<file path="src/rtl/exec_controller.sv">
// Execution sequencer for the single-cycle RISC-V core: free run, debounced single
// step, PC breakpoint and ECALL/EBREAK halt, plus a retired-instruction counter.
module exec_controller #(
  parameter int DEBOUNCE_CYCLES = 500000,
  parameter int CNT_W           = 32
) (
  input  logic             clk,
  input  logic             rst_n,
  input  logic             step_btn,
  input  logic             run_sw,
  input  logic             bp_en,
  input  logic [31:0]      bp_addr,
  input  logic [31:0]      pc_addr,
  input  logic [31:0]      inst,
  output logic             cpu_en,
  output logic [1:0]       state,
  output logic [CNT_W-1:0] retired,
  output logic             halt_hit
);

  localparam int DEB_W = (DEBOUNCE_CYCLES > 1) ? $clog2(DEBOUNCE_CYCLES) : 1;
  localparam logic [DEB_W-1:0] DEB_MAX  = DEB_W'(DEBOUNCE_CYCLES - 1);
  localparam logic [DEB_W-1:0] DEB_ZERO = {DEB_W{1'b0}};

  typedef enum logic [1:0] {
    ST_HALT  = 2'd0,
    ST_RUN   = 2'd1,
    ST_STEP  = 2'd2,
    ST_BREAK = 2'd3
  } state_e;

  function automatic logic is_stop_inst(input logic [31:0] word);
    return (word == 32'h0000_0073) || (word == 32'h0010_0073);
  endfunction

  logic             run_meta_r;
  logic             run_sync_r;
  logic             step_meta_r;
  logic             step_sync_r;
  logic             step_level_r;
  logic             step_level_d_r;
  logic [DEB_W-1:0] deb_cnt_r;
  logic             skip_r;
  logic [CNT_W-1:0] retired_r;
  logic             halt_hit_r;
  state_e           state_r;
  state_e           state_next_s;
  logic             step_pulse_s;
  logic             stop_inst_s;
  logic             bp_hit_s;
  logic             cpu_en_s;

  assign step_pulse_s = step_level_r & ~step_level_d_r;
  assign stop_inst_s  = is_stop_inst(inst);
  assign bp_hit_s     = bp_en && (pc_addr == bp_addr) && !skip_r;

  // Two-flop synchronizers for the asynchronous button and switch
  always_ff @(posedge clk or negedge rst_n) begin
    if (!rst_n) begin
      run_meta_r  <= 1'b0;
      run_sync_r  <= 1'b0;
      step_meta_r <= 1'b0;
      step_sync_r <= 1'b0;
    end else begin
      run_meta_r  <= run_sw;
      run_sync_r  <= run_meta_r;
      step_meta_r <= step_btn;
      step_sync_r <= step_meta_r;
    end
  end

  // Step debouncer: a return to the accepted level restarts the stability count
  always_ff @(posedge clk or negedge rst_n) begin
    if (!rst_n) begin
      step_level_r   <= 1'b0;
      step_level_d_r <= 1'b0;
      deb_cnt_r      <= DEB_ZERO;
    end else begin
      step_level_d_r <= step_level_r;
      if (step_sync_r == step_level_r) begin
        deb_cnt_r <= DEB_ZERO;
      end else if (deb_cnt_r == DEB_MAX) begin
        step_level_r <= step_sync_r;
        deb_cnt_r    <= DEB_ZERO;
      end else begin
        deb_cnt_r <= deb_cnt_r + DEB_W'(1);
      end
    end
  end

  // Next-state logic
  always_comb begin
    state_next_s = state_r;
    case (state_r)
      ST_HALT: begin
        if (step_pulse_s)    state_next_s = ST_STEP;
        else if (run_sync_r) state_next_s = ST_RUN;
        else                 state_next_s = ST_HALT;
      end
      ST_RUN: begin
        if (!run_sync_r)                   state_next_s = ST_HALT;
        else if (stop_inst_s || bp_hit_s)  state_next_s = ST_BREAK;
        else                               state_next_s = ST_RUN;
      end
      ST_STEP: state_next_s = ST_HALT;
      ST_BREAK: begin
        if (step_pulse_s)     state_next_s = ST_STEP;
        else if (!run_sync_r) state_next_s = ST_HALT;
        else                  state_next_s = ST_BREAK;
      end
      default: state_next_s = ST_HALT;
    endcase
  end

  // Commit enable; a step always commits, even on ECALL/EBREAK
  always_comb begin
    cpu_en_s = 1'b0;
    case (state_r)
      ST_STEP: cpu_en_s = 1'b1;
      ST_RUN:  cpu_en_s = !bp_hit_s && !stop_inst_s;
      default: cpu_en_s = 1'b0;
    endcase
  end

  // State register, breakpoint skip flag, retire counter and break indicator
  always_ff @(posedge clk or negedge rst_n) begin
    if (!rst_n) begin
      state_r    <= ST_HALT;
      skip_r     <= 1'b0;
      retired_r  <= {CNT_W{1'b0}};
      halt_hit_r <= 1'b0;
    end else begin
      state_r    <= state_next_s;
      halt_hit_r <= (state_next_s == ST_BREAK);
      // Resuming onto the breakpoint PC must execute it rather than re-break
      if (((state_r == ST_HALT) || (state_r == ST_BREAK)) &&
          ((state_next_s == ST_RUN) || (state_next_s == ST_STEP))) begin
        skip_r <= 1'b1;
      end else if (cpu_en_s) begin
        skip_r <= 1'b0;
      end else begin
        skip_r <= skip_r;
      end
      if (cpu_en_s) retired_r <= retired_r + CNT_W'(1);
      else          retired_r <= retired_r;
    end
  end

  assign cpu_en   = cpu_en_s;
  assign state    = state_r;
  assign retired  = retired_r;
  assign halt_hit = halt_hit_r;

endmodule

</file>
<file path="config.mk">
export PLATFORM = sky130hd
export DESIGN_NAME = exec_controller
export DESIGN_NICKNAME = d
export VERILOG_FILES = /design/src/rtl/exec_controller.sv
export SDC_FILE = /design/constraint.sdc
export NUM_CORES = 1
export LEC_CHECK = 0
export CAP_MARGIN = 10
export CELL_PAD_IN_SITES_DETAIL_PLACEMENT = 1
export CELL_PAD_IN_SITES_GLOBAL_PLACEMENT = 1
export CORE_MARGIN = 2
export CORE_UTILIZATION = 35
export CTS_BUF_LIST = sky130_fd_sc_hd__clkbuf_16
export CTS_CLUSTER_DIAMETER = 60
export DETAILED_ROUTE_END_ITERATION = 10
export GPL_ROUTABILITY_DRIVEN = 0
export GPL_TIMING_DRIVEN = 0
export PLACE_DENSITY_LB_ADDON = 0.05
export SLEW_MARGIN = 40
export SYNTH_ARGS = -nofsm -noshare
export SYNTH_HDL_FRONTEND = slang
export SYNTH_SLANG_ARGS = --single-unit
</file>
<file path="constraint.sdc">
create_clock -name clk -period 3.6 [get_ports clk]
set_clock_uncertainty 0.05 [all_clocks]
set_input_delay 0.54 -clock clk [delete_from_list [all_inputs] [get_ports clk]]
set_output_delay 0.54 -clock clk [all_outputs]
set_load 0.005 [all_outputs]
</file>
### After elaboration in Yosys (flattened, before gate mapping)

Cells that the tools add are included.

* output and inout port bits: 36
* bits of input ports: 101
* word-level logic and storage cells: 53
* flip-flop bits (word level): 61

* bitwise operators: 3
* add/sub/neg operators: 2
* reduce and logical (&&, ||, !) cells: 14
* equal/unequal tests: 11
* multiplexer cells: 12

Operators by type and width (count)
* $mux W19: 2
* $add A32 B1 Y32 const B: 1
* $eq A32 B21 Y1 const B: 1
* $eq A32 B32 Y1: 1
* $eq A32 B7 Y1 const B: 1
* $add A19 B1 Y19 const B: 1
* $eq A19 B19 Y1 const B: 1
* $mux W2: 5
* $eq A2 B2 Y1 const B: 4
* $pmux W2 S4: 1
* $eq A2 B1 Y1 const B: 2
* $logic_and A1 B1 Y1: 4
* $logic_or A1 B1 Y1: 4
* $logic_not A1 Y1: 3
* $mux W1: 3
* $logic_not A2 Y1: 1
* $not A1 Y1: 2
* $pmux W1 S2: 1
* $reduce_and A2 Y1: 1
* $reduce_bool A2 Y1: 1
* $and A1 B1 Y1: 1
* $eq A1 B1 Y1: 1

### Logic depth before layout (Yosys ltp)

* depth in word-level cells: 11
* depth in mapped cells: 8
* gate-level depth less buffers: 8

### Worst setup path after synthesis

Ideal clock, no wire load.

* path type: input to output
* start: in bp_addr[9]
* end: out cpu_en
* buffers on the path: 0
* arrival: 1.744 ns
* slack: 1.266 ns
* required time: 3.010 ns
* cell stages on the path: 6
* path through: xor2_1 nor4_2 nand3_1 o31a_2 nor2_1 inv_1

* word-level cells in the longest chain between the ends: 6

Ends and longest elaborated chain
* start: declaration: line 12 `input logic [31:0] bp_addr,`
* $eq A32 B32 Y1: line 55 `assign bp_hit_s = bp_en && (pc_addr == bp_addr) && !skip_r;`
* $logic_and A1 B1 Y1 (2 in series): line 55
* $logic_not A1 Y1: line 120 `ST_RUN: cpu_en_s = !bp_hit_s && !stop_inst_s;`
* $logic_and A1 B1 Y1: line 120
* $pmux W1 S2: line 118 `case (state_r)`
* end: declaration: line 15 `output logic cpu_en,`

No other way between the ends.

### Final worst setup path

* start: in bp_addr[27]
* end: out cpu_en

The elaborated chain is that of the path after synthesis.

==> results <==
- The fraction of post-synthesis cell area in the top cell type by area is 45.17%.
- For the pin with the worst max-slew slack, the measured transition is 0.6534 ns.
- In this run, synthesis inferred 0 flip-flops with an integrated enable.
- The critical-path maximum fanout is 4.
- The number of buffers on the longest clock path is 2.
- CTS saw 61 sinks.
- The run finished with clean final reports.
- The number of placement rows is 35.
- The count of nets left with antenna violations once routing finished came out at 0.
- The most frequent cell after synthesis is sky130_fd_sc_hd__dfrtp_1.
- STA classifies the critical path endpoint as an output port.
- TritonCTS built the clock tree.
- The startpoint of the worst-slack reg-to-reg timing path is deb_cnt_r[0].
- The die is 102.3 microns tall.
- The die outline area is 10460 sq um.
- IR analysis of the VDD net gives a maximum drop of 0.2868 mV.
- The critical path data arrival time is 2.77 ns.
- Counting instances in the post-synthesis netlist gives the leading cell types as sky130_fd_sc_hd__dfrtp_1 (61), sky130_fd_sc_hd__xnor2_1 (41), sky130_fd_sc_hd__xor2_1 (40).
- The most used flip-flop cell after synthesis is sky130_fd_sc_hd__dfrtp_1.
- The combined global-route utilization of all metal layers is 19.42%.
- For this block, the initial DRC count from the detailed router was 89.
- The post-synthesis sequential area ratio is 45.17%.
- The floorplan core area is 9284 sq um.
- For this design the ratio of total power to cell area is 380.9 nW/um^2.
- The number of setup violations in the final report is 0.
- The overall routed net length is 9.535 mm.
- 137 I/O pins were placed.
- The remaining routing DRC violations is 0.
- Counting every instance in the synthesized netlist gives 324.
- At the placement stage, the worst setup path has a slack of 0.04721 ns.
- The first global-routing pass estimated 15.65 mm of wire.
- Setup repair after global routing left no endpoint under its margin.
- Once the clock tree was built, the setup fixing pass inserted 0 buffers.
- The total count of max-transition violations in the final report is 0.
- In this run the horizontal extent of the chip is 102.3 microns.
- Derived from the worst setup path, the maximum achievable clock frequency is 297.3 MHz.
- The count of warnings emitted by yosys is 0.
- The tightest slew margin relative to the limit is 56.28%.
- The number of diodes is 0.
- Dividing the detail-routed via count by the number of cells gives 4.936.
- The worst path needs 3.363 ns of the cycle, external delays included.
- The mean instance size in the synthesized netlist is 10.43 sq um.
- In this run the critical register-to-register path is captured at deb_cnt_r[12].
- The clock transition at the registers of the reported paths is 0.06 ns.
- The worst setup path is launched from an input port.
- The number of global-route vias before repair was 3235.
- Data on the critical path is required at its endpoint by 3.01 ns.
- The total of flip-flops plus latches after synthesis is 61.
- The total overflow left after global routing is 0.
- Of the available clock period, the critical path in the final layout requires 93.43%.
- The clock latency reported for the late side of the worst-skew pair is 0.33 ns.
- The post-detailed-route wirelength per cell is 15.76 microns.
- The total via count in the routed design is 2986.
- Of all cell types, the one taking the most synthesized area is sky130_fd_sc_hd__dfrtp_1.
- The iteration count of the initial detailed-routing pass is 6.
- The classification of the worst setup path is input port to output port.
- The final-layout worst hold slack is 0.06454 ns.
- The count of input and output buffers is 135.
- Compared with the post-synthesis result, the final layout area differs by 53.68%.
- For this run, the post-layout net count is 579.
- The final-report hold violation count is 0.
- The mapped netlist covers 3379 sq um.
- Once the floorplan was initialized, standard cells occupied 36.40% of the core.
- Of all flip-flops after synthesis, the portion carrying an async set or reset was 100.0%.
- Measured in cells, the most critical reg-to-reg path has a length of 8.
- The pin count of the biggest net entering global routing is 38.
- Of the cells placed in the final design, the portion with a size suffix greater than 1 is 6.933%.
- The number of nets handed over by synthesis was 432.
- The total chip power is 1.978 mW.
- The setup slack on the worst flop-to-flop path is 1.23 ns.
- Max-cap violations in this run came to 0.
- The H-tree was split into 3 levels.
- In this run, distinct cell masters in the synthesized netlist total 35.
- After legalization and detailed placement, the total HPWL measured 7.634 mm.
- Measured on the finished design, the core utilization comes to 55.94%.
- By area the synthesized netlist is led by sky130_fd_sc_hd__dfrtp_1 (45%), sky130_fd_sc_hd__xnor2_1 (11%), sky130_fd_sc_hd__xor2_1 (10%).
- The worst min-delay path class is input port to asynchronous set/reset pin.
- The leakage dissipation is 2.124 nW.
- The number of buffers added by the clock tree synthesis step is 9.
- In the post-route analysis, the smallest setup slack over all paths is 0.2366 ns.
- The cell sitting at the root of the clock tree is a sky130_fd_sc_hd__clkbuf_16.
- The number of antenna violations at the first check in global routing is 0.
-- sequential cells by signal (all words and copies together), names as in the netlist --
register,count
step_meta_r,1
state,2
run_sync_r,1
step_level_d_r,1
step_level_r,1
deb_cnt_r,19
skip_r,1
halt_hit,1
step_sync_r,1
run_meta_r,1
retired,32
-- timing repair --
action / in CTS / in global routing
hold buffers: 0 / 0
resized for setup: 0 / 2
endpoints found under the setup margin: 0 / 1
-- metrics by stage --
step           instances  setup TNS [ns]  cell area [sq um]
2_1_floorplan        324               0               3379
3_3_place_gp         588          -7.219               4892
3_5_place_dp         589               0               4910
4_1_cts              605               0               5185
5_1_grt              605               0               5194
6_report             605               0               5194
-- cell usage in the layout, fill, tap and decap left out, drive strengths merged, types with 4 or more instances in the layout --
cell / synthesis / final
nand3: 6 / 6
dfrtp: 61 / 61
clkinv: 0 / 6
ha: 7 / 7
and3: 14 / 14
clkdlybuf4s50: 0 / 134
nor2b: 4 / 4
nand4: 10 / 10
clkbuf: 6 / 15
nor3: 6 / 6
buf: 7 / 9
o2111ai: 23 / 23
xor2: 40 / 40
xnor2: 41 / 41
nand2: 12 / 12
nor4: 13 / 13
nor2: 30 / 30
o21ai: 5 / 5
inv: 9 / 10
and2: 9 / 9
-- per-layer routing --
metal | wire [microns] | track usage [%] | vias up | share of wire [%]
met5 | 0 | 0 | - | 0
met4 | 178 | 6.564 | 0 | 1.9
met3 | 275 | 4.651 | 16 | 2.9
met2 | 5350 | 36.84 | 68 | 56
met1 | 3730 | 21.04 | 1456 | 39
li1 | - | - | 1446 | -
-- how the worst max path moves through the flow --
| stage | startpoint | endpoint | slack [ns] | depth (start not counted) |
|---|---|---|---|---|
| finish | bp_addr[27] | cpu_en | 0.24 | 8 |
| global placement | rst_n | deb_cnt_r[11] | -0.12 | 1 |
| detailed placement | bp_addr[23] | cpu_en | 0.05 | 8 |
| global route | bp_addr[28] | cpu_en | 0.06 | 8 |
| CTS | bp_addr[23] | cpu_en | 0.04 | 8 |
| floorplan | bp_addr[9] | cpu_en | 1.27 | 6 |
-- critical path, stage by stage --
cell and delay [ns]:
sky130_fd_sc_hd__clkdlybuf4s50_1 0.42, sky130_fd_sc_hd__xor2_1 0.17, sky130_fd_sc_hd__nor4_1 0.33, sky130_fd_sc_hd__nand4_1 0.21
sky130_fd_sc_hd__o31a_2 0.39, sky130_fd_sc_hd__nor2_2 0.19, sky130_fd_sc_hd__inv_1 0.06, sky130_fd_sc_hd__clkdlybuf4s50_1 0.46
-- cell type report --
cell class,instances,area (sq um)
clock buffer,9,225.2
fill,1039,4090
timing repair buffer,136,1369
inverter,9,33.78
multi-input combinational,241,1747
buffer,13,81.33
sequential,61,1526
tap,129,161.4
clock inverter,7,50.05
-- where the power goes --
| part | switching [mW] | internal (mW) | total [mW] |
|---|---|---|---|
| Clock | 0.317 | 0.467 | 0.783 |
| Sequential | 0.0518 | 0.727 | 0.779 |
| Combinational | 0.171 | 0.245 | 0.416 |
-- kinds of logic (layout without fill, tap and decap cells) --
family | count (synthesis) | in the layout | synth area share (%)
flip-flops | 61 | 61 | 45.17
multiplexers | 2 | 2 | 0.6664
XOR/XNOR | 81 | 81 | 20.99
AO/OA/AOI/OAI | 37 | 37 | 8.700
buffers and inverters | 22 | 174 | 3.406
AND/OR/NAND/NOR | 114 | 114 | 18.47
adder cells (fa/ha/maj) | 7 | 7 | 2.592
No activity file was read; power rests on OpenSTA's default activity.
